**src/rtl/alert_pkg.sv**
```systemverilog
// Shared definitions for the alert reporter slice.
// Holds the TX state encoding, the event record layout, the frame marker
// bit, and small helpers for building frame headers and saturating counts.
package alert_pkg;

    // Serializer state encoding.
    typedef enum logic [1:0] {
        TX_IDLE  = 2'd0,
        TX_START = 2'd1,
        TX_DATA  = 2'd2,
        TX_STOP  = 2'd3
    } tx_state_e;

    // Event record field widths.
    localparam int PRI_W  = 3;
    localparam int TYPE_W = 3;
    localparam int BMP_W  = 8;
    localparam int TS_W   = 8;
    localparam int REC_W  = PRI_W + TYPE_W + BMP_W + TS_W;

    // Event record field offsets.
    localparam int TS_LSB   = 0;
    localparam int BMP_LSB  = TS_LSB + TS_W;
    localparam int TYPE_LSB = BMP_LSB + BMP_W;
    localparam int PRI_LSB  = TYPE_LSB + TYPE_W;

    // MSB of byte0 is always set so the host can find frame starts.
    localparam logic FRAME_MARKER = 1'b1;

    // Event record: {priority, type, bitmap, timestamp}.
    typedef struct packed {
        logic [PRI_W-1:0]  pri;
        logic [TYPE_W-1:0] typ;
        logic [BMP_W-1:0]  bmp;
        logic [TS_W-1:0]   ts;
    } event_rec_t;

    // byte0 = {marker, priority, overflow flag, type}.
    function automatic logic [7:0] frame_hdr(input event_rec_t rec, input logic ovf);
        return {FRAME_MARKER, rec.pri, ovf, rec.typ};
    endfunction

    // 8-bit increment that sticks at 255.
    function automatic logic [7:0] sat_inc8(input logic [7:0] v);
        return (v == 8'hFF) ? v : (v + 8'd1);
    endfunction

endpackage

```
**src/rtl/alert_reporter_if.sv**
```systemverilog
// Detector-to-reporter alert bus.
// Signals: alert_any (any detector firing), alert_priority (7 = highest),
// alert_type (type code), alert_bitmap (per-detector hit bits).
// master = the anomaly detector side, slave = the alert reporter side.
interface alert_reporter_if;
    import alert_pkg::*;

    logic                alert_any;
    logic [PRI_W-1:0]    alert_priority;
    logic [TYPE_W-1:0]   alert_type;
    logic [BMP_W-1:0]    alert_bitmap;

    modport master (
        output alert_any,
        output alert_priority,
        output alert_type,
        output alert_bitmap
    );

    modport slave (
        input alert_any,
        input alert_priority,
        input alert_type,
        input alert_bitmap
    );
endinterface

```
**src/rtl/uart_tx_byte.sv**
```systemverilog
// 8N1 byte serializer with a valid/ready handshake.
// Ports: clk, rst_n (async active-low), valid_i/data_i (byte offer),
// ready_o (byte accepted this edge when valid_i is high), tx_o (serial
// line, idle high), busy_o (high whenever not idle).
// A byte offered at the end of a stop bit is taken immediately, so the
// bytes of one frame go out with no idle gap between them.
module uart_tx_byte
    import alert_pkg::*;
#(
    parameter int unsigned CLKS_PER_BIT = 434
) (
    input  logic       clk,
    input  logic       rst_n,
    input  logic       valid_i,
    input  logic [7:0] data_i,
    output logic       ready_o,
    output logic       tx_o,
    output logic       busy_o
);

    localparam logic [15:0] BAUD_RELOAD = 16'(CLKS_PER_BIT - 1);

    tx_state_e   state_q;
    logic [15:0] baud_q;
    logic [2:0]  bit_idx_q;
    logic [7:0]  shift_q;
    logic        tx_q;
    logic        busy_q;
    logic        bit_end_s;

    assign bit_end_s = (baud_q == 16'd0);
    assign ready_o   = (state_q == TX_IDLE) || ((state_q == TX_STOP) && bit_end_s);
    assign tx_o      = tx_q;
    assign busy_o    = busy_q;

    // Serializer FSM: start bit, 8 data bits LSB first, stop bit.
    always_ff @(posedge clk or negedge rst_n) begin
        if (!rst_n) begin
            state_q   <= TX_IDLE;
            baud_q    <= 16'd0;
            bit_idx_q <= 3'd0;
            shift_q   <= 8'd0;
            tx_q      <= 1'b1;
            busy_q    <= 1'b0;
        end else begin
            case (state_q)
                TX_IDLE: begin
                    if (valid_i) begin
                        state_q <= TX_START;
                        baud_q  <= BAUD_RELOAD;
                        shift_q <= data_i;
                        tx_q    <= 1'b0;
                        busy_q  <= 1'b1;
                    end else begin
                        tx_q   <= 1'b1;
                        busy_q <= 1'b0;
                    end
                end
                TX_START: begin
                    if (bit_end_s) begin
                        state_q   <= TX_DATA;
                        baud_q    <= BAUD_RELOAD;
                        bit_idx_q <= 3'd0;
                        tx_q      <= shift_q[0];
                    end else begin
                        baud_q <= baud_q - 16'd1;
                    end
                end
                TX_DATA: begin
                    if (bit_end_s) begin
                        baud_q <= BAUD_RELOAD;
                        if (bit_idx_q == 3'd7) begin
                            state_q <= TX_STOP;
                            tx_q    <= 1'b1;
                        end else begin
                            bit_idx_q <= bit_idx_q + 3'd1;
                            shift_q   <= {1'b0, shift_q[7:1]};
                            tx_q      <= shift_q[1];
                        end
                    end else begin
                        baud_q <= baud_q - 16'd1;
                    end
                end
                TX_STOP: begin
                    if (bit_end_s) begin
                        if (valid_i) begin
                            state_q <= TX_START;
                            baud_q  <= BAUD_RELOAD;
                            shift_q <= data_i;
                            tx_q    <= 1'b0;
                        end else begin
                            state_q <= TX_IDLE;
                            tx_q    <= 1'b1;
                            busy_q  <= 1'b0;
                        end
                    end else begin
                        baud_q <= baud_q - 16'd1;
                    end
                end
                default: begin
                    state_q <= TX_IDLE;
                    tx_q    <= 1'b1;
                    busy_q  <= 1'b0;
                end
            endcase
        end
    end

endmodule

```
**src/rtl/alert_reporter.sv**
```systemverilog
// Alert reporter: timestamps new detector alerts into a small FIFO and
// drains each entry as a 3-byte UART frame {hdr, bitmap, timestamp}.
// Ports: clk, rst_n (async active-low), det (alert bus, slave side),
// clr_sticky (sync clear of sticky_bitmap/event_count/overflow),
// uart_tx (serial out, idle high), tx_busy, irq (FIFO non-empty),
// sticky_bitmap, event_count (saturating), overflow (sticky drop flag).
module alert_reporter
    import alert_pkg::*;
#(
    parameter int unsigned CLKS_PER_BIT = 434,
    parameter int unsigned FIFO_DEPTH   = 4
) (
    input  logic                 clk,
    input  logic                 rst_n,
    alert_reporter_if.slave      det,
    input  logic                 clr_sticky,
    output logic                 uart_tx,
    output logic                 tx_busy,
    output logic                 irq,
    output logic [7:0]           sticky_bitmap,
    output logic [7:0]           event_count,
    output logic                 overflow
);

    localparam int unsigned    PTR_W   = $clog2(FIFO_DEPTH);
    localparam logic [PTR_W:0] PTR_ONE = {{PTR_W{1'b0}}, 1'b1};

    logic [TS_W-1:0]   ts_q;
    logic              last_any_q;
    logic [TYPE_W-1:0] last_type_q;

    event_rec_t        fifo_q [FIFO_DEPTH];
    logic [PTR_W:0]    wr_ptr_q, wr_ptr_d;
    logic [PTR_W:0]    rd_ptr_q, rd_ptr_d;
    logic              pend_ovf_q;

    logic [15:0]       buf_q;
    logic [1:0]        byte_idx_q;
    logic              frame_q;

    logic [7:0]        sticky_q;
    logic [7:0]        count_q;
    logic              overflow_q;
    logic              irq_q;

    event_rec_t        new_rec_s;
    event_rec_t        head_s;
    logic              capture_s, full_s, empty_s, pop_s, push_s, drop_s;
    logic              byte_valid_s, byte_ready_s;
    logic [7:0]        byte_data_s;

    assign new_rec_s = {det.alert_priority, det.alert_type, det.alert_bitmap, ts_q};
    assign head_s    = fifo_q[rd_ptr_q[PTR_W-1:0]];

    // A new alert is a rising alert_any or a type change while it stays high.
    assign capture_s = det.alert_any && (!last_any_q || (det.alert_type != last_type_q));

    // The extra pointer bit tells full from empty when the index bits match.
    assign empty_s = (wr_ptr_q == rd_ptr_q);
    assign full_s  = (wr_ptr_q[PTR_W] != rd_ptr_q[PTR_W]) &&
                     (wr_ptr_q[PTR_W-1:0] == rd_ptr_q[PTR_W-1:0]);

    // Pop only when the serializer is idle and no frame is in progress,
    // which guarantees an idle cycle between frames.
    assign pop_s  = !empty_s && !frame_q && !tx_busy;
    assign push_s = capture_s && (!full_s || pop_s);
    assign drop_s = capture_s && full_s && !pop_s;

    assign sticky_bitmap = sticky_q;
    assign event_count   = count_q;
    assign overflow      = overflow_q;
    assign irq           = irq_q;

    // Next FIFO pointers.
    always_comb begin
        wr_ptr_d = wr_ptr_q;
        rd_ptr_d = rd_ptr_q;
        if (push_s) begin
            wr_ptr_d = wr_ptr_q + PTR_ONE;
        end else begin
            wr_ptr_d = wr_ptr_q;
        end
        if (pop_s) begin
            rd_ptr_d = rd_ptr_q + PTR_ONE;
        end else begin
            rd_ptr_d = rd_ptr_q;
        end
    end

    // Byte offered to the serializer: header on pop, then bitmap, then timestamp.
    always_comb begin
        byte_valid_s = 1'b0;
        byte_data_s  = 8'd0;
        if (pop_s) begin
            byte_valid_s = 1'b1;
            byte_data_s  = frame_hdr(head_s, pend_ovf_q);
        end else if (frame_q) begin
            byte_valid_s = 1'b1;
            byte_data_s  = (byte_idx_q == 2'd1) ? buf_q[15:8] : buf_q[7:0];
        end else begin
            byte_valid_s = 1'b0;
            byte_data_s  = 8'd0;
        end
    end

    // Free-running timestamp and previous-cycle detector copies.
    always_ff @(posedge clk or negedge rst_n) begin
        if (!rst_n) begin
            ts_q        <= '0;
            last_any_q  <= 1'b0;
            last_type_q <= '0;
        end else begin
            ts_q        <= ts_q + 8'd1;
            last_any_q  <= det.alert_any;
            last_type_q <= det.alert_type;
        end
    end

    // Event FIFO storage, pointers and the pending-overflow marker.
    always_ff @(posedge clk or negedge rst_n) begin
        if (!rst_n) begin
            for (int i = 0; i < int'(FIFO_DEPTH); i++) begin
                fifo_q[i] <= '0;
            end
            wr_ptr_q   <= '0;
            rd_ptr_q   <= '0;
            pend_ovf_q <= 1'b0;
        end else begin
            if (push_s) begin
                fifo_q[wr_ptr_q[PTR_W-1:0]] <= new_rec_s;
            end
            wr_ptr_q <= wr_ptr_d;
            rd_ptr_q <= rd_ptr_d;
            if (drop_s) begin
                pend_ovf_q <= 1'b1;
            end else if (pop_s) begin
                pend_ovf_q <= 1'b0;
            end
        end
    end

    // Frame sequencer: remembers bytes 1 and 2 while byte 0 is shifting.
    always_ff @(posedge clk or negedge rst_n) begin
        if (!rst_n) begin
            buf_q      <= 16'd0;
            byte_idx_q <= 2'd0;
            frame_q    <= 1'b0;
        end else if (pop_s) begin
            buf_q      <= {head_s.bmp, head_s.ts};
            byte_idx_q <= 2'd1;
            frame_q    <= 1'b1;
        end else if (frame_q && byte_ready_s) begin
            if (byte_idx_q == 2'd2) begin
                frame_q <= 1'b0;
            end else begin
                byte_idx_q <= byte_idx_q + 2'd1;
            end
        end
    end

    // Sticky status; a clear on the same edge wins over a capture.
    always_ff @(posedge clk or negedge rst_n) begin
        if (!rst_n) begin
            sticky_q   <= 8'd0;
            count_q    <= 8'd0;
            overflow_q <= 1'b0;
        end else if (clr_sticky) begin
            sticky_q   <= 8'd0;
            count_q    <= 8'd0;
            overflow_q <= 1'b0;
        end else begin
            if (capture_s) begin
                sticky_q <= sticky_q | det.alert_bitmap;
                count_q  <= sat_inc8(count_q);
            end
            if (drop_s) begin
                overflow_q <= 1'b1;
            end
        end
    end

    // IRQ reflects FIFO occupancy after this edge.
    always_ff @(posedge clk or negedge rst_n) begin
        if (!rst_n) begin
            irq_q <= 1'b0;
        end else begin
            irq_q <= (wr_ptr_d != rd_ptr_d);
        end
    end

    uart_tx_byte #(
        .CLKS_PER_BIT (CLKS_PER_BIT)
    ) u_tx (
        .clk     (clk),
        .rst_n   (rst_n),
        .valid_i (byte_valid_s),
        .data_i  (byte_data_s),
        .ready_o (byte_ready_s),
        .tx_o    (uart_tx),
        .busy_o  (tx_busy)
    );

endmodule

```
**src/flat_wrapper.sv**
```systemverilog
// flat-port wrapper written by rule: the top's interface ports become plain ports
module alert_reporter_flat import alert_pkg::*;
#(
    parameter int unsigned CLKS_PER_BIT = 434,
    parameter int unsigned FIFO_DEPTH   = 4
)
  (clk, rst_n, clr_sticky, uart_tx, tx_busy, irq, sticky_bitmap, event_count, overflow, det_alert_any, det_alert_priority, det_alert_type, det_alert_bitmap);
  alert_reporter_if det_i ();
  input  logic clk;
  input  logic rst_n;
  input  logic clr_sticky;
  output logic uart_tx;
  output logic tx_busy;
  output logic irq;
  output logic [7:0] sticky_bitmap;
  output logic [7:0] event_count;
  output logic overflow;
  input wire logic [$bits(det_i.alert_any)-1:0] det_alert_any;
  input wire logic [$bits(det_i.alert_priority)-1:0] det_alert_priority;
  input wire logic [$bits(det_i.alert_type)-1:0] det_alert_type;
  input wire logic [$bits(det_i.alert_bitmap)-1:0] det_alert_bitmap;
  assign det_i.alert_any = det_alert_any;
  assign det_i.alert_priority = det_alert_priority;
  assign det_i.alert_type = det_alert_type;
  assign det_i.alert_bitmap = det_alert_bitmap;
  alert_reporter #(.CLKS_PER_BIT(CLKS_PER_BIT), .FIFO_DEPTH(FIFO_DEPTH)) u_core (.clk(clk), .rst_n(rst_n), .det(det_i), .clr_sticky(clr_sticky), .uart_tx(uart_tx), .tx_busy(tx_busy), .irq(irq), .sticky_bitmap(sticky_bitmap), .event_count(event_count), .overflow(overflow));
endmodule
```
**config.mk**
```make
export PLATFORM = sky130hd
export DESIGN_NAME = alert_reporter_flat
export DESIGN_NICKNAME = d
export VERILOG_FILES = /design/src/rtl/alert_pkg.sv /design/src/rtl/alert_reporter_if.sv /design/src/rtl/uart_tx_byte.sv /design/src/rtl/alert_reporter.sv /design/src/flat_wrapper.sv
export SDC_FILE = /design/constraint.sdc
export NUM_CORES = 1
export LEC_CHECK = 0
export CAP_MARGIN = 20
export CORE_MARGIN = 10
export CORE_UTILIZATION = 61
export DETAILED_ROUTE_END_ITERATION = 12
export GPL_ROUTABILITY_DRIVEN = 0
export HOLD_SLACK_MARGIN = 0.12
export PLACE_DENSITY = 0.83
export SETUP_SLACK_MARGIN = 0.3
export SLEW_MARGIN = 10
export SYNTH_ARGS = -nofsm -noshare
export SYNTH_HDL_FRONTEND = slang
export SYNTH_SLANG_ARGS = --single-unit
export TNS_END_PERCENT = 20
```
**constraint.sdc**
```tcl
create_clock -name clk -period 2.96 [get_ports clk]
set_clock_uncertainty 0.15 [all_clocks]
set_input_delay 0.296 -clock clk [delete_from_list [all_inputs] [get_ports clk]]
set_output_delay 0.296 -clock clk [all_outputs]
set_load 0.05 [all_outputs]
```
==> summary.txt, run 1 <==
Status
  – Status: finished clean

Synthesis
  – Leading area contributor after synthesis: dfrtp_1
  – Syn nets: a little over 700
  – Top-area cell type share of the netlist area: 51.1%
  – Post-synth ARST share: 100%
  – Flop and latch count out of synthesis: between 150 and 200
  – Synth unique cells: 68
  – Syn Std Cell Area: 8530 sq um
  – Syn Inst Count: a little under 700
  – Syn_area_per_cell: 12.5 sq um
  – Top FF cell, synth: dfrtp_1
  – EDFF count, synth: 0
  – Seq/Total Area, Yosys: between 50% and 60%
  – Leading post-synthesis cells by cell area: dfrtp_1, mux2_2, mux4_2
  – Synth warn: 0

Layout
  – Fin nets: around 760
  – FILL cells: 917
  – Syn-to-layout area delta: 12.7%
  – N_diodes: 0
  – Final core utilization: between 60 and 70%
  – Share of cells above drive strength 1: 25.7%

Global route
  – Met3 GRT Util: under 10%
  – Initial antenna violation count: 0
  – Total GRT Usage: between 10% and 20%
  – Largest net degree at the start of global routing: 70
  – Grt ovf: 0
  – Vias in the first global route: 5,956
  – Busiest grt layer: met2
  – M1 GR Usage: 23.4%
  – Met2 Use GR: between 30 and 40%
  – First-pass GRT wire length: just over 30,000 um

Place
  – Dpl hpwl: between 10,000 and 15,000 um
  – Number of port buffers: 37
  – Pre-CTS WS: roughly 0.23 ns

Pwr
  – Net Switching: ~0.0040 W
  – Clock share of power: approximately 20%
  – IR Drop Worst-Case VDD: ~0.80 mV
  – Seq pwr share: about 37%
  – Sw frac: 37.2%
  – Comb pwr share: a little over two fifths
  – Pleak: 4.25 nW
  – PD cells: 1120 nW/um^2
  – Internal Power: 0.00674 W

Drt
  – DRT antenna net count: 0
  – Initial DRC count: 440
  – Vias per std cell: a little over 6
  – Total number of vias: roughly 5,700
  – Drt total wl: 18,500 um
  – DRC violations left: 0
  – Drt pass-1 iters: 7
  – Mean routed wirelength per cell: between 20 and 25 um

Die
  – Placeable Area: around 14,000 sq um
  – Io pins: 38
  – Initial Utilization: 61.9%
  – Chip Height: approximately 140 um
  – Row count: between 40 and 50
  – Die area: around 19,000 sq um
  – Die X: 138 um

Setup path
  – Reg2reg end: u_core.u_tx.shift_q[3]
  – Worst stage delay on the critical path: between 0.4 and 0.5 ns
  – Data required time of the worst path: about 3.1 ns
  – Top cell family by delay on the critical path: simple AND/OR/NAND/NOR gates
  – R2r setup slk: 0.42 ns
  – CP Cell Sequence: inv_1, ha_1, nor4b_2, and4_1, o221ai_2, o31ai_4, buf_4, mux2_2
  – Buffers & Inverters on Critical Path: 2
  – WP data arrival: 2.71 ns
  – RR Startpoint: u_core.u_tx.baud_q[0]
  – R2R cell count: 8
  – Critical Path Fanout Max: 9
  – Worst setup EP type: flip-flop
  – Worst setup SP type: flip-flop
  – Slowest cell on crit path: and4_1
  – Crit Path Class: flip-flop to flip-flop

Timing
  – # setup viols final: 0
  – Post-layout minimum cycle time: approximately 2.5 ns
  – Relative slew slack: roughly 52%
  – Unrepaired setup endpoints after global routing: false
  – Hold Violations, Final: 0
  – Final Max Slew Viols: 0
  – Total negative slack: 0 ns
  – Transition time of the tightest slew-check pin: 0.717 ns
  – Final cycle utilization of the critical path: 85.9%
  – Setup WS post-layout: 0.418 ns
  – Peak Freq: around 390 MHz

Run
  – Max-cap violations: 0

Clocking
  – Root Driver: clkbuf_16
  – Total CTS buffers: 17
  – CTS tree: yes
  – Clock Sinks: between 150 and 200
  – H-tree depth: 4
  – Clock latency on the worst-skew pair: approximately 0.44 ns
  – Clock Path Buffers: 2
  – Clock transition at the registers of the reported paths: around 0.07 ns

Worst hold path
  – Class of the worst hold path: input pin to asynchronous set/reset pin
power groups by stage:
stage / Clock, W / Sequential (W) / Combinational [W]
final: 0.00219 / 0.00393 / 0.00460
after global routing: 0.00231 / 0.00401 / 0.00498
after CTS: 0.00221 / 0.00391 / 0.00459
after detailed placement: 0 / 0.00392 / 0.00448
after global placement: 0 / 0.00384 / 0.00426
after floorplan: 0 / 0.00380 / 0.00356
worst max-delay path by stage:
| stage | cells past startpoint | start | endpoint | slack, ns |
|---|---|---|---|---|
| 2_1_floorplan | 5 | u_core.u_tx.busy_o | u_core.fifo_q[15] | 0.72 |
| 5_1_grt | 8 | u_core.u_tx.baud_q[0] | u_core.u_tx.shift_q[3] | 0.31 |
| 3_5_place_dp | 6 | det_alert_type[2] | u_core.fifo_q[44] | 0.23 |
| 3_3_place_gp | 6 | det_alert_type[2] | u_core.fifo_q[40] | 0.29 |
| 6_report | 8 | u_core.u_tx.baud_q[0] | u_core.u_tx.shift_q[3] | 0.42 |
| 4_1_cts | 6 | u_core.u_tx.baud_q[2] | u_core.u_tx.shift_q[3] | 0.47 |
synth_stat cells, drive strengths merged, types with 12 or more instances:
library cell / instances
nand2: 74
a21oi: 26
dfrtp: 174
nor2: 42
ha: 18
buf: 18
clkbuf: 14
inv: 17
xnor2: 16
nor3: 13
nand3: 12
mux4: 22
mux2: 97
o21ai: 24
cell type report:
cell class	instances	area [sq um]	area share [%]
clock buffers	22	474	4.94
clock inverters	9	98.8	1.03
inverters	17	63.8	0.664
multi-input cells	456	3850	40.1
flip-flops and latches	175	4380	45.6
well taps	180	225	2.34
repair buffers	52	512	5.33
repair_timing:
item                       in CTS  in global routing
hold endpoints to repair       54                  0
buffers inserted                2                  0
hold buffers                    1                  0
setup endpoints to repair       7                  0
gates resized for setup         1                  0
cells in the final DEF, fill, tap and decap left out, types with 3 or more instances in the layout:
cell and count:
nand3_1 12, nand4_1 5, nor2_1 40, nor4_1 5
clkdlybuf4s50_1 36, nor3b_1 3, xnor2_1 16, inv_6 4
nor3_1 12, o211ai_1 3, mux2i_1 10, nand2b_1 3
xor2_1 9, buf_4 12, nand2_1 71, clkinv_4 3
a21oi_1 26, nand2_4 3, a21o_1 7, and4_1 3
clkbuf_8 3, ha_1 18, clkbuf_16 17, mux2_2 90
or3_1 6, mux4_2 22, dfrtp_1 173, a31oi_1 3
o21ai_0 24, mux2_4 7, inv_1 17, o22a_1 5
a2bb2oi_1 6, a22o_1 8
state kept, by name, indices dropped and copies added, names as in the netlist, 8 cells and up:
register,count
u_core.fifo_q,88
u_core.buf_q,16
u_core.u_tx.baud_q,16
u_core.event_count,8
u_core.sticky_bitmap,8
u_core.ts_q,8
u_core.u_tx.shift_q,8
stage by stage:
step                      hold slack, ns  power, W  cell area, sq um  cells
after floorplan                   -0.150   0.00736              8530    680
after global placement             0.119   0.00810              9000    877
after detailed placement           0.127   0.00840              9000    877
after CTS                          0.245    0.0107              9610    911
after global routing               0.281    0.0113              9610    911
final                              0.224    0.0107              9610    911
cells by family after synthesis:
| kind of cell | synth area share (%) |
|---|---|
| compound gates | 8.67 |
| xor+xnor | 3.04 |
| fa+ha+maj | 2.64 |
| buf+inv | 3.58 |
| flops | 51.4 |
| mux | 20.1 |
| simple gates | 10.6 |
routing by layer:
layer  routed length, um  up-vias  part of all wire (%)
met5                   0        -                     0
met4                 371        0                   2.0
met3                 734       35                   4.0
met2                9520      154                    51
met1                7890     2934                    43
li1                    -     2542                     -
Note: power is estimated with default switching activity, not from simulation.
==> run 2, diff against run 1 <==
RECOVER_POWER = 25   (was unset)
==> run 2 against run 1 <==
Effect of this change: fmax rose by 0.56%; sequential share of layout area rose by 0.089 points; routed wire length fell by 0.14%; register-to-register slack barely moved; sequential power barely moved; combinational power barely moved.
==> summary.txt, run 2 (synthesis results as in run 1) <==
Status
  – Status: finished clean (unchanged)

Timing
  – Peak Freq: 396 MHz (was 393 MHz)
  – Final cycle utilization of the critical path: 85.4% (was 85.9%)
  – Relative slew slack: 10.4% (was 52.0%)
  – Post-layout minimum cycle time: 2.53 ns (was 2.54 ns)
  – Unrepaired setup endpoints after global routing: false (unchanged)
  – Final Max Slew Viols: 0 (unchanged)
  – # setup viols final: 0 (unchanged)
  – Transition time of the tightest slew-check pin: 1.34 ns (was 0.717 ns)
  – Hold Violations, Final: 0 (unchanged)
  – Total negative slack: 0 ns (unchanged)

Global route
  – Total GRT Usage: 19.3% (unchanged)
  – Initial antenna violation count: 0 (unchanged)
  – First-pass GRT wire length: 30,500 um (unchanged)
  – Vias in the first global route: 5,956 (unchanged)
  – Largest net degree at the start of global routing: 70 (unchanged)
  – Grt ovf: 0 (unchanged)

Layout
  – Fin nets: 755 (unchanged)
  – FILL cells: 920 (was 917)
  – Most common cell after layout, fill and taps aside: dfrtp_1 (unchanged)
  – N_diodes: 0 (unchanged)
  – Highest-count cells in the layout ignoring fill and taps: dfrtp_1, mux2_2, nand2_1, nor2_1, clkdlybuf4s50_1 (unchanged)
  – Footprint of the multi-input gates: 3850 sq um (unchanged)
  – Max reg flops: 88 (unchanged)
  – Syn-to-layout area delta: 12.5% (was 12.7%)
  – Share of cells above drive strength 1: 25.7% (unchanged)
  – Largest regs: u_core.fifo_q x88, u_core.buf_q x16, u_core.u_tx.baud_q x16 (unchanged)
  – Storage cell area: 4380 sq um (unchanged)
  – Largest reg by FF count: u_core.fifo_q (unchanged)
  – Non-Filler Instances: 911 (unchanged)
  – Final core utilization: 69.6% (was 69.8%)

Clocking
  – CTS tree: yes (unchanged)
  – Clock transition at the registers of the reported paths: 0.07 ns (about the same)
  – Root Driver: clkbuf_16 (unchanged)
  – Clock Path Buffers: 2 (unchanged)
  – Total CTS buffers: 17 (unchanged)
  – H-tree depth: 4 (unchanged)
  – Clock Sinks: 175 (unchanged)
  – Clock latency on the worst-skew pair: 0.44 ns (about the same)

Place
  – Dpl hpwl: 12,100 um (unchanged)
  – Placed insts: 877 (unchanged)
  – Number of port buffers: 37 (unchanged)

Die
  – Placeable Area: 13,800 sq um (unchanged)
  – Row count: 43 (unchanged)
  – Chip Height: 138 um (unchanged)
  – Initial Utilization: 61.9% (unchanged)
  – Die area: 19,100 sq um (unchanged)
  – Die X: 138 um (unchanged)
  – Io pins: 38 (unchanged)

Drt
  – DRT antenna net count: 0 (unchanged)
  – Mean routed wirelength per cell: 20.3 um (about the same)
  – Total number of vias: 5,688 (was 5,665)
  – Drt pass-1 iters: 5 (was 7)
  – DRC violations left: 0 (unchanged)
  – Initial DRC count: 441 (was 440)
  – Vias per std cell: 6.24 (was 6.22)
  – Drt total wl: 18,500 um (about the same)

Run
  – Max-cap violations: 0 (unchanged)

Setup path
  – Crit Path Class: flip-flop to flip-flop (unchanged)
  – Critical Path Fanout Max: 9 (unchanged)
  – R2R cell count: 6 (was 8)
  – Slowest cell on crit path: nor4_2 (was and4_1)
  – Worst setup EP type: flip-flop (unchanged)
  – Worst setup SP type: flip-flop (unchanged)
  – WP data arrival: 2.70 ns (was 2.71 ns)
  – Data required time of the worst path: 3.13 ns (about the same)
  – CP Cell Sequence: nor4_2, and4_1, o221ai_2, o31ai_4, buf_4, mux2_2 (was inv_1, ha_1, nor4b_2, and4_1, o221ai_2, o31ai_4, buf_4, mux2_2)
  – Worst stage delay on the critical path: 0.52 ns (was 0.46 ns)

Pwr
  – PD cells: 1120 nW/um^2 (about the same)
  – IR Drop Worst-Case VDD: 0.796 mV (about the same)
  – Pleak: 4.24 nW (was 4.25 nW)

Worst hold path
  – Class of the worst hold path: flip-flop to flip-flop (was input pin to asynchronous set/reset pin)
  – Min-Delay Path Depth: 2
[run 2: cell count changes in the layout (fill, tap and decap cells not counted)]
cell and delta:
buf_12 -1, buf_6 -1, clkbuf_2 +1, clkbuf_4 +1, clkdlybuf4s50_1 -4, dlygate4sd3_1 +4
[run 2: layout make-up]
type	instances	share of cell area (%)
Inverter	17	0.665
Timing Repair Buffer	52	5.14
Clock buffer	22	4.95
Clock inverter	9	1.03
Multi-Input combinational cell	456	40.2
Tap cell	180	2.35
Sequential cell	175	45.7
[run 2: metal layers]
metal | up-vias | global-route usage [%] | part of all wire [%]
met2 | 156 | 33.3 | 52
met3 | 33 | 3.63 | 4.1
li1 | 2544 | - | -
met1 | 2955 | 23.4 | 42
met5 | - | 0 | 0
met4 | 0 | 7.49 | 1.9
[run 2: power breakdown]
group          switching, W  leakage, nW  internal [W]
clock network      0.000957        0.278       0.00124
logic               0.00239         1.81       0.00221
registers          0.000643         2.16       0.00329
total               0.00399         4.24       0.00673
[run 2: repair_timing]
action                                 in CTS  in global routing
hold buffers                                1                  0
endpoints found under the hold margin      54                  0
resized for setup                           1                  0
setup endpoints to repair                   7                  0
setup buffers                               2                  0
[run 2: path summary, 6_finish.rpt]
| path | start | to | slack [ns] |
|---|---|---|---|
| min in group asynchronous | rst_n | u_core.u_tx.baud_q[13] | 0.54 |
| worst min-delay path | u_core.buf_q[11] | u_core.buf_q[11] | 0.33 |
| max in group asynchronous | rst_n | u_core.u_tx.shift_q[1] | 0.59 |
| worst min register to register | u_core.buf_q[11] | u_core.buf_q[11] | 0.33 |
| worst max-delay path | u_core.u_tx.baud_q[2] | u_core.u_tx.shift_q[3] | 0.43 |
| worst max register to register | u_core.u_tx.baud_q[2] | u_core.u_tx.shift_q[3] | 0.43 |
[run 2: stage by stage]
| step | hold WS [ns] | setup slack, ns | total power (W) | area [sq um] |
|---|---|---|---|---|
| global placement | 0.119 | 0.285 | 0.00810 | 9000 |
| detailed placement | 0.127 | 0.229 | 0.00840 | 9000 |
| CTS | 0.245 | 0.468 | 0.0107 | 9610 |
| floorplan | -0.150 | 0.724 | 0.00736 | 8530 |
| finish | 0.333 | 0.432 | 0.0107 | 9590 |
| global route | 0.354 | 0.224 | 0.0113 | 9590 |
[run 2: worst max-delay path: cells and delay by family (launching register included)]
kind            cells  cell delay [ns]
compound gates      2             0.27
buf+inv             1             0.20
flops               1             0.45
mux                 1             0.35
simple gates        2             1.00
==> run 3, diff against run 2 <==
TNS_END_PERCENT = 50   (was 20)
==> results of run 3 <==
No change in the layout: final DEF, timing and power equal those of run 2.
